==> config.mk <==
export PLATFORM = sky130hd
export DESIGN_NAME = tart_capture
export DESIGN_NICKNAME = d
export VERILOG_FILES = /design/src/rtl/tart_capture.sv
export SDC_FILE = /design/constraint.sdc
export NUM_CORES = 1
export LEC_CHECK = 0
export ABC_AREA = 1
export BUFFER_PORTS_ARGS = -buffer_cell sky130_fd_sc_hd__buf_2
export CAP_MARGIN = 20
export CORE_MARGIN = 3
export CORE_UTILIZATION = 39
export DETAILED_ROUTE_END_ITERATION = 10
export GPL_TIMING_DRIVEN = 0
export PLACE_DENSITY = 0.56
export SLEW_MARGIN = 40
export SYNTH_ARGS = -nofsm -noshare
export SYNTH_HDL_FRONTEND = slang
export SYNTH_SLANG_ARGS = --single-unit
export TNS_END_PERCENT = 1
==> constraint.sdc <==
create_clock -name clk -period 10.45 [get_ports clk]
set_input_delay 0.5225 -clock clk [delete_from_list [all_inputs] [get_ports clk]]
set_output_delay 0.5225 -clock clk [all_outputs]
set_load 0.05 [all_outputs]
==> src/rtl/tart_capture.sv <==
`default_nettype none
// ============================================================================
//  Module   : tart_capture
//  Purpose  : Antenna acquisition front end. Synchronises NUM_ANTENNAS radio
//             inputs onto the fabric clock, takes one sample per RATIO clocks
//             at a programmable phase, selects real or synthetic data, writes
//             samples into the dual-port block buffer and hands completed
//             blocks to the SDRAM scheduler with overflow detection.
//  Ports    : clk, rst               fabric clock, async active-high reset
//             antenna                raw receiver bits (asynchronous)
//             mode                   0 real, 1 counter, 2 LFSR, 3 pattern
//             aq_enable              acquisition enable
//             data_sample_delay      sample phase within the period
//             block_ack              scheduler drained the oldest block
//             overflow_clear         clears the sticky overflow flag
//             wr_en/wr_addr/wr_data  block-buffer write port
//             block_valid/index      completed-block pulse and its index
//             blocks_pending         completed blocks not yet acked
//             overflow               sticky dropped-sample flag
//             sample_phase           phase counter (debug)
//  Revision : 1.0  initial release
// ============================================================================
module tart_capture #(
    parameter int NUM_ANTENNAS = 24,
    parameter int RATIO        = 6,
    parameter int DELAY_BITS   = 3,
    parameter int ADDR_BITS    = 9,
    parameter int BLOCK_BITS   = 7
) (
    input  logic                            clk,
    input  logic                            rst,
    input  logic [NUM_ANTENNAS-1:0]         antenna,
    input  logic [1:0]                      mode,
    input  logic                            aq_enable,
    input  logic [DELAY_BITS-1:0]           data_sample_delay,
    input  logic                            block_ack,
    input  logic                            overflow_clear,
    output logic                            wr_en,
    output logic [ADDR_BITS-1:0]            wr_addr,
    output logic [NUM_ANTENNAS-1:0]         wr_data,
    output logic                            block_valid,
    output logic [ADDR_BITS-BLOCK_BITS-1:0] block_index,
    output logic [ADDR_BITS-BLOCK_BITS:0]   blocks_pending,
    output logic                            overflow,
    output logic [3:0]                      sample_phase
);

    localparam int          IDX_BITS   = ADDR_BITS - BLOCK_BITS;
    localparam int          PEND_BITS  = IDX_BITS + 1;
    localparam logic [31:0] NUM_BLOCKS = 32'(1) << IDX_BITS;
    localparam logic [31:0] MAX_PHASE  = 32'(RATIO - 1);
    localparam logic [31:0] LFSR_TAPS  = 32'h8020_0003;  // x^32+x^22+x^2+x+1
    localparam logic [31:0] LFSR_SEED  = 32'h0000_0001;
    localparam logic [31:0] PATTERN_A  = 32'h5555_5555;
    localparam logic [ADDR_BITS-1:0] ADDR_ONE  = ADDR_BITS'(1);
    localparam logic [PEND_BITS-1:0] PEND_ONE  = PEND_BITS'(1);

    logic [NUM_ANTENNAS-1:0] s1_q, s2_q;
    logic [3:0]              phase_q, phase_d;
    logic [31:0]             cnt_q, cnt_d;
    logic [31:0]             lfsr_q, lfsr_d;
    logic                    pat_q, pat_d;
    logic [ADDR_BITS-1:0]    addr_q, addr_d;
    logic                    wr_en_q, wr_en_d;
    logic [ADDR_BITS-1:0]    wr_addr_q, wr_addr_d;
    logic [NUM_ANTENNAS-1:0] wr_data_q, wr_data_d;
    logic                    block_valid_q, block_valid_d;
    logic [IDX_BITS-1:0]     block_index_q, block_index_d;
    logic [PEND_BITS-1:0]    pending_q, pending_d;
    logic                    overflow_q, overflow_d;
    logic [3:0]              sample_phase_q, sample_phase_d;

    logic [31:0]             eff_delay;
    logic [31:0]             committed;
    logic [31:0]             src_word;
    logic                    sample;
    logic                    last_write;
    logic                    drop;
    logic                    accept;
    logic                    ack_eff;

    always_comb begin
        eff_delay = (32'(data_sample_delay) > MAX_PHASE) ? MAX_PHASE
                                                         : 32'(data_sample_delay);
        sample    = aq_enable && (32'(phase_q) == eff_delay);

        src_word = 32'(s2_q);
        unique case (mode)
            2'd0: src_word = 32'(s2_q);
            2'd1: src_word = cnt_q;
            2'd2: src_word = lfsr_q;
            2'd3: src_word = pat_q ? ~PATTERN_A : PATTERN_A;
        endcase

        // Completions still travelling through the wr_en -> block_valid ->
        // pending pipeline count as committed, so a closely following sample
        // cycle cannot overwrite a block the scheduler has not drained yet.
        last_write = wr_en_q && (&wr_addr_q[BLOCK_BITS-1:0]);
        committed  = 32'(pending_q) + 32'(block_valid_q) + 32'(last_write);
        drop       = sample && (addr_q[BLOCK_BITS-1:0] == '0)
                            && (committed >= NUM_BLOCKS);
        accept     = sample && !drop;

        phase_d = (32'(phase_q) == MAX_PHASE) ? 4'd0 : phase_q + 4'd1;

        // While disabled the address sits at the base of the current block,
        // discarding any partial block and resuming there on re-enable.
        if (!aq_enable) begin
            addr_d = {addr_q[ADDR_BITS-1:BLOCK_BITS], {BLOCK_BITS{1'b0}}};
        end else if (accept) begin
            addr_d = addr_q + ADDR_ONE;
        end else begin
            addr_d = addr_q;
        end

        cnt_d  = accept ? cnt_q + 32'd1 : cnt_q;
        lfsr_d = accept ? ({1'b0, lfsr_q[31:1]} ^ (lfsr_q[0] ? LFSR_TAPS : 32'd0))
                        : lfsr_q;
        pat_d  = accept ? ~pat_q : pat_q;

        wr_en_d   = accept;
        wr_data_d = accept ? src_word[NUM_ANTENNAS-1:0] : wr_data_q;
        // The address port follows every sample cycle, so a dropped sample
        // shows the held address with wr_en low.
        wr_addr_d = sample ? addr_q : wr_addr_q;

        block_valid_d = last_write;
        block_index_d = last_write ? wr_addr_q[ADDR_BITS-1:BLOCK_BITS] : block_index_q;

        ack_eff = block_ack && (pending_q != '0);
        unique case ({block_valid_q, ack_eff})
            2'b10:   pending_d = pending_q + PEND_ONE;
            2'b01:   pending_d = pending_q - PEND_ONE;
            default: pending_d = pending_q;
        endcase

        if (drop) begin
            overflow_d = 1'b1;
        end else if (overflow_clear) begin
            overflow_d = 1'b0;
        end else begin
            overflow_d = overflow_q;
        end

        sample_phase_d = phase_q;
    end

    always_ff @(posedge clk or posedge rst) begin
        if (rst) begin
            s1_q           <= '0;
            s2_q           <= '0;
            phase_q        <= '0;
            cnt_q          <= '0;
            lfsr_q         <= LFSR_SEED;
            pat_q          <= 1'b0;
            addr_q         <= '0;
            wr_en_q        <= 1'b0;
            wr_addr_q      <= '0;
            wr_data_q      <= '0;
            block_valid_q  <= 1'b0;
            block_index_q  <= '0;
            pending_q      <= '0;
            overflow_q     <= 1'b0;
            sample_phase_q <= '0;
        end else begin
            s1_q           <= antenna;
            s2_q           <= s1_q;
            phase_q        <= phase_d;
            cnt_q          <= cnt_d;
            lfsr_q         <= lfsr_d;
            pat_q          <= pat_d;
            addr_q         <= addr_d;
            wr_en_q        <= wr_en_d;
            wr_addr_q      <= wr_addr_d;
            wr_data_q      <= wr_data_d;
            block_valid_q  <= block_valid_d;
            block_index_q  <= block_index_d;
            pending_q      <= pending_d;
            overflow_q     <= overflow_d;
            sample_phase_q <= sample_phase_d;
        end
    end

    assign wr_en          = wr_en_q;
    assign wr_addr        = wr_addr_q;
    assign wr_data        = wr_data_q;
    assign block_valid    = block_valid_q;
    assign block_index    = block_index_q;
    assign blocks_pending = pending_q;
    assign overflow       = overflow_q;
    assign sample_phase   = sample_phase_q;

endmodule
`default_nettype wire

# Yosys cells after proc, flatten, opt, wreduce, memory -nomap -nowiden
# Cells that the tools add are included.
dict set report word_totals {
  regBits 171
  input_bits 34
  out_inout_bits 45
  wordCells 59
}
dict set report classes {
  add_sub_neg 7
  magnitude_cmp 2
  n_eq_ne 8
  mux 10
  bitwise 2
  reduce_logical 14
}
# op n
set ops {}
lappend ops {{24-bit one-hot mux with 4 select lines} 1}
lappend ops {{32-bit by 1-bit adder with 32-bit output, second input constant} 1}
lappend ops {{32-bit two-way mux} 1}
lappend ops {{31-bit by 32-bit XOR with 32-bit output} 1}
lappend ops {{24-bit two-way mux} 1}
lappend ops {{7-bit two-way mux} 2}
lappend ops {{9-bit by 1-bit adder with 9-bit output, second input constant} 1}
lappend ops {{7-bit logical NOT} 1}
lappend ops {{7-bit AND reduction} 1}
lappend ops {{2-bit == test, second input constant} 3}
lappend ops {{1-bit logical AND} 6}
lappend ops {{3-bit one-hot mux with 2 select lines} 1}
lappend ops {{4-bit by 1-bit adder with 5-bit output} 1}
lappend ops {{5-bit by 3-bit greater-or-equal comparator with 1-bit output, second input constant} 1}
lappend ops {{3-bit by 1-bit adder with 4-bit output} 1}
lappend ops {{4-bit by 1-bit adder with 4-bit output, second input constant} 1}
lappend ops {{2-bit by 1-bit == test with 1-bit output, second input constant} 2}
lappend ops {{4-bit by 3-bit == test with 1-bit output} 1}
lappend ops {{4-bit by 3-bit == test with 1-bit output, second input constant} 1}
lappend ops {{4-bit two-way mux} 1}
lappend ops {{2-bit nonzero test} 2}
lappend ops {{3-bit by 1-bit adder with 3-bit output, second input constant} 1}
lappend ops {{3-bit greater-than comparator, second input constant} 1}
lappend ops {{3-bit two-way mux} 1}
lappend ops {{other kinds (8)} 9}

# Longest topological paths before layout
dict set report depth {
  ltp_word 10
  ltp_mapped 13
}

# Worst setup path after synthesis
# No wires, ideal clock.
dict set report synth_timing {
  path_type {reg2reg}
  start {reg wr_addr_q[3] (netlist: wr_addr[3])}
  end {reg cnt_q[9]}
  arrival_ps 2083
  slack_ps 8241
  path_stages_with_launch 13
  period_less_slack_ps 2209
  path_cell_list {dfrtp_1 > nand4_1 > nor2_1 > ha_1 > nand2_1 > nand2_1 > nand2_1 > nand2_1 > nand2_1 > inv_1 > nor2_8 > buf_6 > o21ai_0}
}
dict set report synth_via {
  elab_chain_cells 7
}
# element line_no
set synth_rtl {}
lappend synth_rtl {{from (decl)} 65} ;# logic [ADDR_BITS-1:0] wr_addr_q, wr_addr_d;
lappend synth_rtl {{from (signal assigned)} 174} ;# wr_addr_q <= wr_addr_d;
lappend synth_rtl {{7-bit AND reduction} 98} ;# last_write = wr_en_q && (&wr_addr_q[BLOCK_BITS-1:0]);
lappend synth_rtl {{1-bit logical AND} 98}
lappend synth_rtl {{net block_valid_d} 67} ;# logic block_valid_q, block_valid_d;
lappend synth_rtl {{4-bit by 1-bit adder with 5-bit output} 99} ;# committed = 32'(pending_q) + 32'(block_valid_q) + 32'(last_write);
lappend synth_rtl {{5-bit by 3-bit greater-or-equal comparator with 1-bit output} 101} ;# && (committed >= NUM_BLOCKS);
lappend synth_rtl {{1-bit logical AND} 101}
lappend synth_rtl {{1-bit logical NOT} 102} ;# accept = sample && !drop;
lappend synth_rtl {{1-bit logical AND} 102}
lappend synth_rtl {{to (signal assigned)} 169} ;# cnt_q <= cnt_d;
lappend synth_rtl {{to (decl)} 60} ;# logic [31:0] cnt_q, cnt_d;
# The timed path passes the listed nets, and every way through them passes these cells.
# A chain may end at the register's enable or synchronous reset.

# Final worst setup path
dict set report layout_timing {
  start {reg wr_addr_q[1] (netlist: wr_addr[1])}
  end {reg lfsr_q[15]}
}
dict set report layout_via {
  elab_chain_cells 7
}
# element line_no
set layout_rtl {}
lappend layout_rtl {{7-bit AND reduction} 98}
lappend layout_rtl {{1-bit logical AND} 98}
lappend layout_rtl {{net block_valid_d} 67}
lappend layout_rtl {{4-bit by 1-bit adder with 5-bit output} 99}
lappend layout_rtl {{5-bit by 3-bit greater-or-equal comparator with 1-bit output} 101}
lappend layout_rtl {{1-bit logical AND} 101}
lappend layout_rtl {{1-bit logical NOT} 102}
lappend layout_rtl {{1-bit logical AND} 102}
lappend layout_rtl {{to (signal assigned)} 170} ;# lfsr_q <= lfsr_d;
lappend layout_rtl {{to (decl)} 61} ;# logic [31:0] lfsr_q, lfsr_d;
# The timed path passes the listed nets, and every way through them passes these cells.

==> results.rst <==
.. list-table::
   :header-rows: 1

   * - Metric
     - Value
   * - Result of the run
     - finished, final reports clean
   * - Crit path capture type
     - register
   * - Hold_buf cts
     - 1
   * - Total vias in the final route
     - 5477
   * - Number of distinct standard cells referenced by the synthesized netlist
     - 30
   * - Power share of the combinational group
     - 25.4%
   * - Largest stage delay on the critical path
     - 0.38 ns
   * - Final slew viol count
     - 0
   * - Crit path top cell by count
     - sky130_fd_sc_hd__nand2_1
   * - Startpoint of the worst register-to-register path
     - wr_addr[1]$_DFFE_PP0P_
   * - Post-route fraction of the period consumed by the critical path
     - 21.9%
   * - Min-delay src
     - antenna[0]
   * - Number of max-cap violations
     - 0
   * - Clock tree from TritonCTS
     - built
   * - Final routed wirelength across all metal layers
     - 16100 um
   * - Reg-to-Reg End
     - lfsr_q[15]$_DFFE_PP0P_
   * - Crit-path slowest cell
     - sky130_fd_sc_hd__dfrtp_1
   * - H-Tree Depth
     - 4
   * - Via count normalized by instance count
     - 4.80
   * - Flip-flop and latch count after synthesis
     - 163
   * - Post-layout total power
     - 1860 uW
   * - Share of layout cells above drive strength 1
     - 15.0%
   * - Final net count
     - 942
   * - Gate count after technology mapping
     - 803
   * - DR WL/cell
     - 14.1 um
   * - Remaining antenna violation count after routing
     - 0
   * - Total global routing overflow
     - 0
   * - Estimated wirelength of the detail-placed design
     - 11300 um
   * - Initial Util
     - 40.2%
   * - RSZ-0062 raised after global routing
     - false
   * - Number of cells in the design after placement
     - 1107
   * - Hold violation total from the final report
     - 0
   * - Fraction of power consumed by sequential logic
     - 41.9%
   * - Root buffer cell
     - sky130_fd_sc_hd__clkbuf_16
   * - Source-to-sink clock delay at the later pin of the worst-skew pair
     - 0.43 ns
   * - Layout-stage area growth over the synthesis result
     - 18.7%
   * - Buffer levels on the longest clock path
     - 2
   * - Worst path arrival time
     - 2.57 ns
   * - Total I/O pin count
     - 79
   * - Clock sink total
     - 163
   * - Worst Path Max Fanout
     - 10
   * - Setup Viol. Count Final
     - 0
   * - First-pass GRT wire length
     - 26700 um
   * - Critical path data required time
     - 10.74 ns
   * - Shortest clock period the worst path allows after layout
     - 2.29 ns
   * - Power per Cell Area
     - 224 nW/um2
   * - Transition time at the pin with the least slew margin
     - 0.705 ns
   * - Routability congestion estimate from global placement
     - 0.874
   * - Max Clk Rate
     - 437 MHz
   * - Crit path max-delay family
     - simple AND/OR/NAND/NOR gates
   * - Post-layout instance count excluding filler cells
     - 1140
   * - Register Area
     - 4080 um2
   * - Drt drc
     - 0
   * - Placement Rows
     - 48
   * - Kind of launch point of the worst setup path
     - register
   * - Tightest hold margin
     - 0.189 ns
   * - Multi-input combinational cell area
     - 2540 um2
   * - Combined area of all synthesized cells
     - 7010 um2
   * - Die Height
     - 140 um
   * - Proportion of synthesized chip area in sequential cells
     - 58.2%
   * - Net switching component of the power
     - 689 uW
   * - Clock group share of total power
     - 32.7%
   * - Static power due to leakage
     - 0.00420 uW
   * - Area of the die
     - 19600 um2
   * - Count of routing violations after the opening detailed-route iteration
     - 321
   * - Average footprint of a synthesized cell
     - 8.73 um2
   * - Port Buffers
     - 77
   * - Filler instances
     - 1711
   * - Category of the most critical setup path
     - reg -> reg
   * - Switching share of power
     - 37.0%
   * - Placeable core area
     - 17400 um2
   * - Worst hold stages
     - 1
   * - Ordered list of cells on the worst path
     - nand4_1 -> nor2_1 -> ha_1 -> nand2_1 -> nand2_1 -> nand2_1 -> nand2_1 -> nand2_1 -> nand3_4 -> clkbuf_1 -> nand2_1 -> o21ai_0
   * - Reg2reg setup slack
     - 8.16 ns
   * - Number of inserted diodes
     - 0
   * - Reg2reg path depth
     - 12
   * - Worst Clk Skew
     - 0.00621 ns
   * - Synth Warn #
     - 0
   * - Antenna violations before repair
     - 0
   * - Global router's overall resource usage
     - 17.1%
   * - Maximum number of pins on one net before global-route repair
     - 79
   * - Peak supply drop
     - 0.149 mV
   * - Internal
     - 1170 uW
   * - Detailed Routing Iterations Pass 1
     - 5
   * - Width of the die
     - 140 um
   * - Setup TNS
     - 0 ns
   * - Class of the worst hold path
     - in -> reg
   * - Worst-case headroom to the max-slew limit
     - 53.0%
   * - Sum of buffers and inverters on the critical path
     - 1
   * - Number of buffers created by CTS
     - 17
   * - Post-CTS Resized
     - 0
   * - # Post-CTS Setup Buffers
     - 0
   * - Clock transition at the registers of the reported paths
     - 0.07 ns
   * - Terminating pin of the worst hold path
     - s1_q[0]$_DFF_PP0_
   * - Post-Syn Nets
     - 843
   * - Number of global-route vias before repair
     - 5187
per-layer routing:
layer  wire (um)  global-route usage (%)  vias up
li1            -                       -     2723
met1        7850                    24.2     2631
met2        7280                    26.3      104
met3         735                    4.30       19
met4         202                    4.79        0
met5           0                       0        -
worst max path at each step:
stage,start,endpoint,slack [ns],depth (start not counted)
after floorplan,rst,addr_q[0]$_DFFE_PP0P_,5.52,1
after global placement,rst,s1_q[6]$_DFF_PP0_,3.51,2
after detailed placement,wr_addr[1]$_DFFE_PP0P_,lfsr_q[15]$_DFFE_PP0P_,8.15,12
after CTS,wr_addr[1]$_DFFE_PP0P_,lfsr_q[15]$_DFFE_PP0P_,8.14,12
after global routing,wr_addr[2]$_DFFE_PP0P_,wr_data[22]$_DFFE_PP0P_,7.92,12
final,wr_addr[1]$_DFFE_PP0P_,lfsr_q[15]$_DFFE_PP0P_,8.16,12
cell usage in the layout (no fill, tap or decap), drive strengths merged, types with 2 or more instances in the layout:
cell      count
ha            5
clkbuf       29
o2111ai       2
inv          54
buf          97
clkinvlp      2
a21oi        24
nor2         50
clkinv        6
dfrtp       162
xor2         11
o21ai        49
xnor2        15
nand4         4
nand2       345
nand3        53
synthesized netlist by cell type (all sizes together):
master / n / share of area [%]
nand3: 53 / 4.0
nand2: 345 / 19
fa: 1 / 0.29
ha: 5 / 0.89
dfrtp: 162 / 58
xor2: 11 / 1.4
dfstp: 1 / 0.37
inv: 48 / 2.6
buf: 18 / 2.4
nor2: 50 / 3.1
clkbuf: 12 / 0.64
o21ai: 49 / 3.5
a21boi: 1 / 0.11
nand4: 4 / 0.36
a21oi: 24 / 1.7
o2111ai: 2 / 0.25
a31oi: 1 / 0.089
xnor2: 15 / 1.9
o22ai: 1 / 0.089
registers in the layout (all words and copies together) (netlist names), 2 cells and up:
| register | flops |
|---|---|
| lfsr_q | 32 |
| cnt_q | 24 |
| s1_q | 24 |
| s2_q | 24 |
| wr_data | 24 |
| addr_q | 9 |
| wr_addr | 9 |
| phase_q | 4 |
| sample_phase | 4 |
| blocks_pending | 3 |
| block_index | 2 |
power groups by stage:
stage / Combinational, uW / Clock [uW] / Sequential [uW]
after floorplan: 170 / 0 / 967
after global placement: 468 / 0 / 793
after detailed placement: 478 / 0 / 793
after CTS: 480 / 625 / 782
after global routing: 514 / 654 / 795
final: 473 / 609 / 780
worst register-to-register path, cell delays in order (launching register included):
cell and delay (ns):
sky130_fd_sc_hd__dfrtp_1 0.38, sky130_fd_sc_hd__nand4_1 0.12, sky130_fd_sc_hd__nor2_1 0.28, sky130_fd_sc_hd__ha_1 0.29, sky130_fd_sc_hd__nand2_1 0.06, sky130_fd_sc_hd__nand2_1 0.05
sky130_fd_sc_hd__nand2_1 0.05, sky130_fd_sc_hd__nand2_1 0.05, sky130_fd_sc_hd__nand2_1 0.16, sky130_fd_sc_hd__nand3_4 0.17, sky130_fd_sc_hd__clkbuf_1 0.31, sky130_fd_sc_hd__nand2_1 0.12
sky130_fd_sc_hd__o21ai_0 0.11
metrics by stage:
stage,utilization [%],setup WS (ns),area (um2)
after floorplan,-,5.52,7010
after global placement,44.1,3.51,7680
after detailed placement,44.4,8.15,7740
after CTS,47.8,8.14,8320
after global routing,47.8,7.92,8320
final,47.8,8.16,8320
cell type report:
| type | instances | share of cell area, % |
|---|---|---|
| Sequential cell | 163 | 49.0 |
| Multi-Input combinational cell | 562 | 30.5 |
| Timing Repair Buffer | 80 | 5.41 |
| Clock buffer | 17 | 5.11 |
| Tap cell | 225 | 3.38 |
| Buffer | 30 | 2.54 |
| Inverter | 48 | 2.26 |
| Clock inverter | 15 | 1.76 |
logic make-up (layout without fill, tap and decap cells):
logic type / after synthesis / after routing / share of synthesized area [%]
and+or+nand+nor: 452 / 452 / 26.0
DFF: 163 / 163 / 58.2
AOI/OAI and AO/OA: 78 / 78 / 5.75
buffers and inverters: 78 / 190 / 5.59
xor gates and xnor gates: 26 / 26 / 3.25
adders and majority gates: 6 / 6 / 1.18
Power figures use the tool's default switching activity.
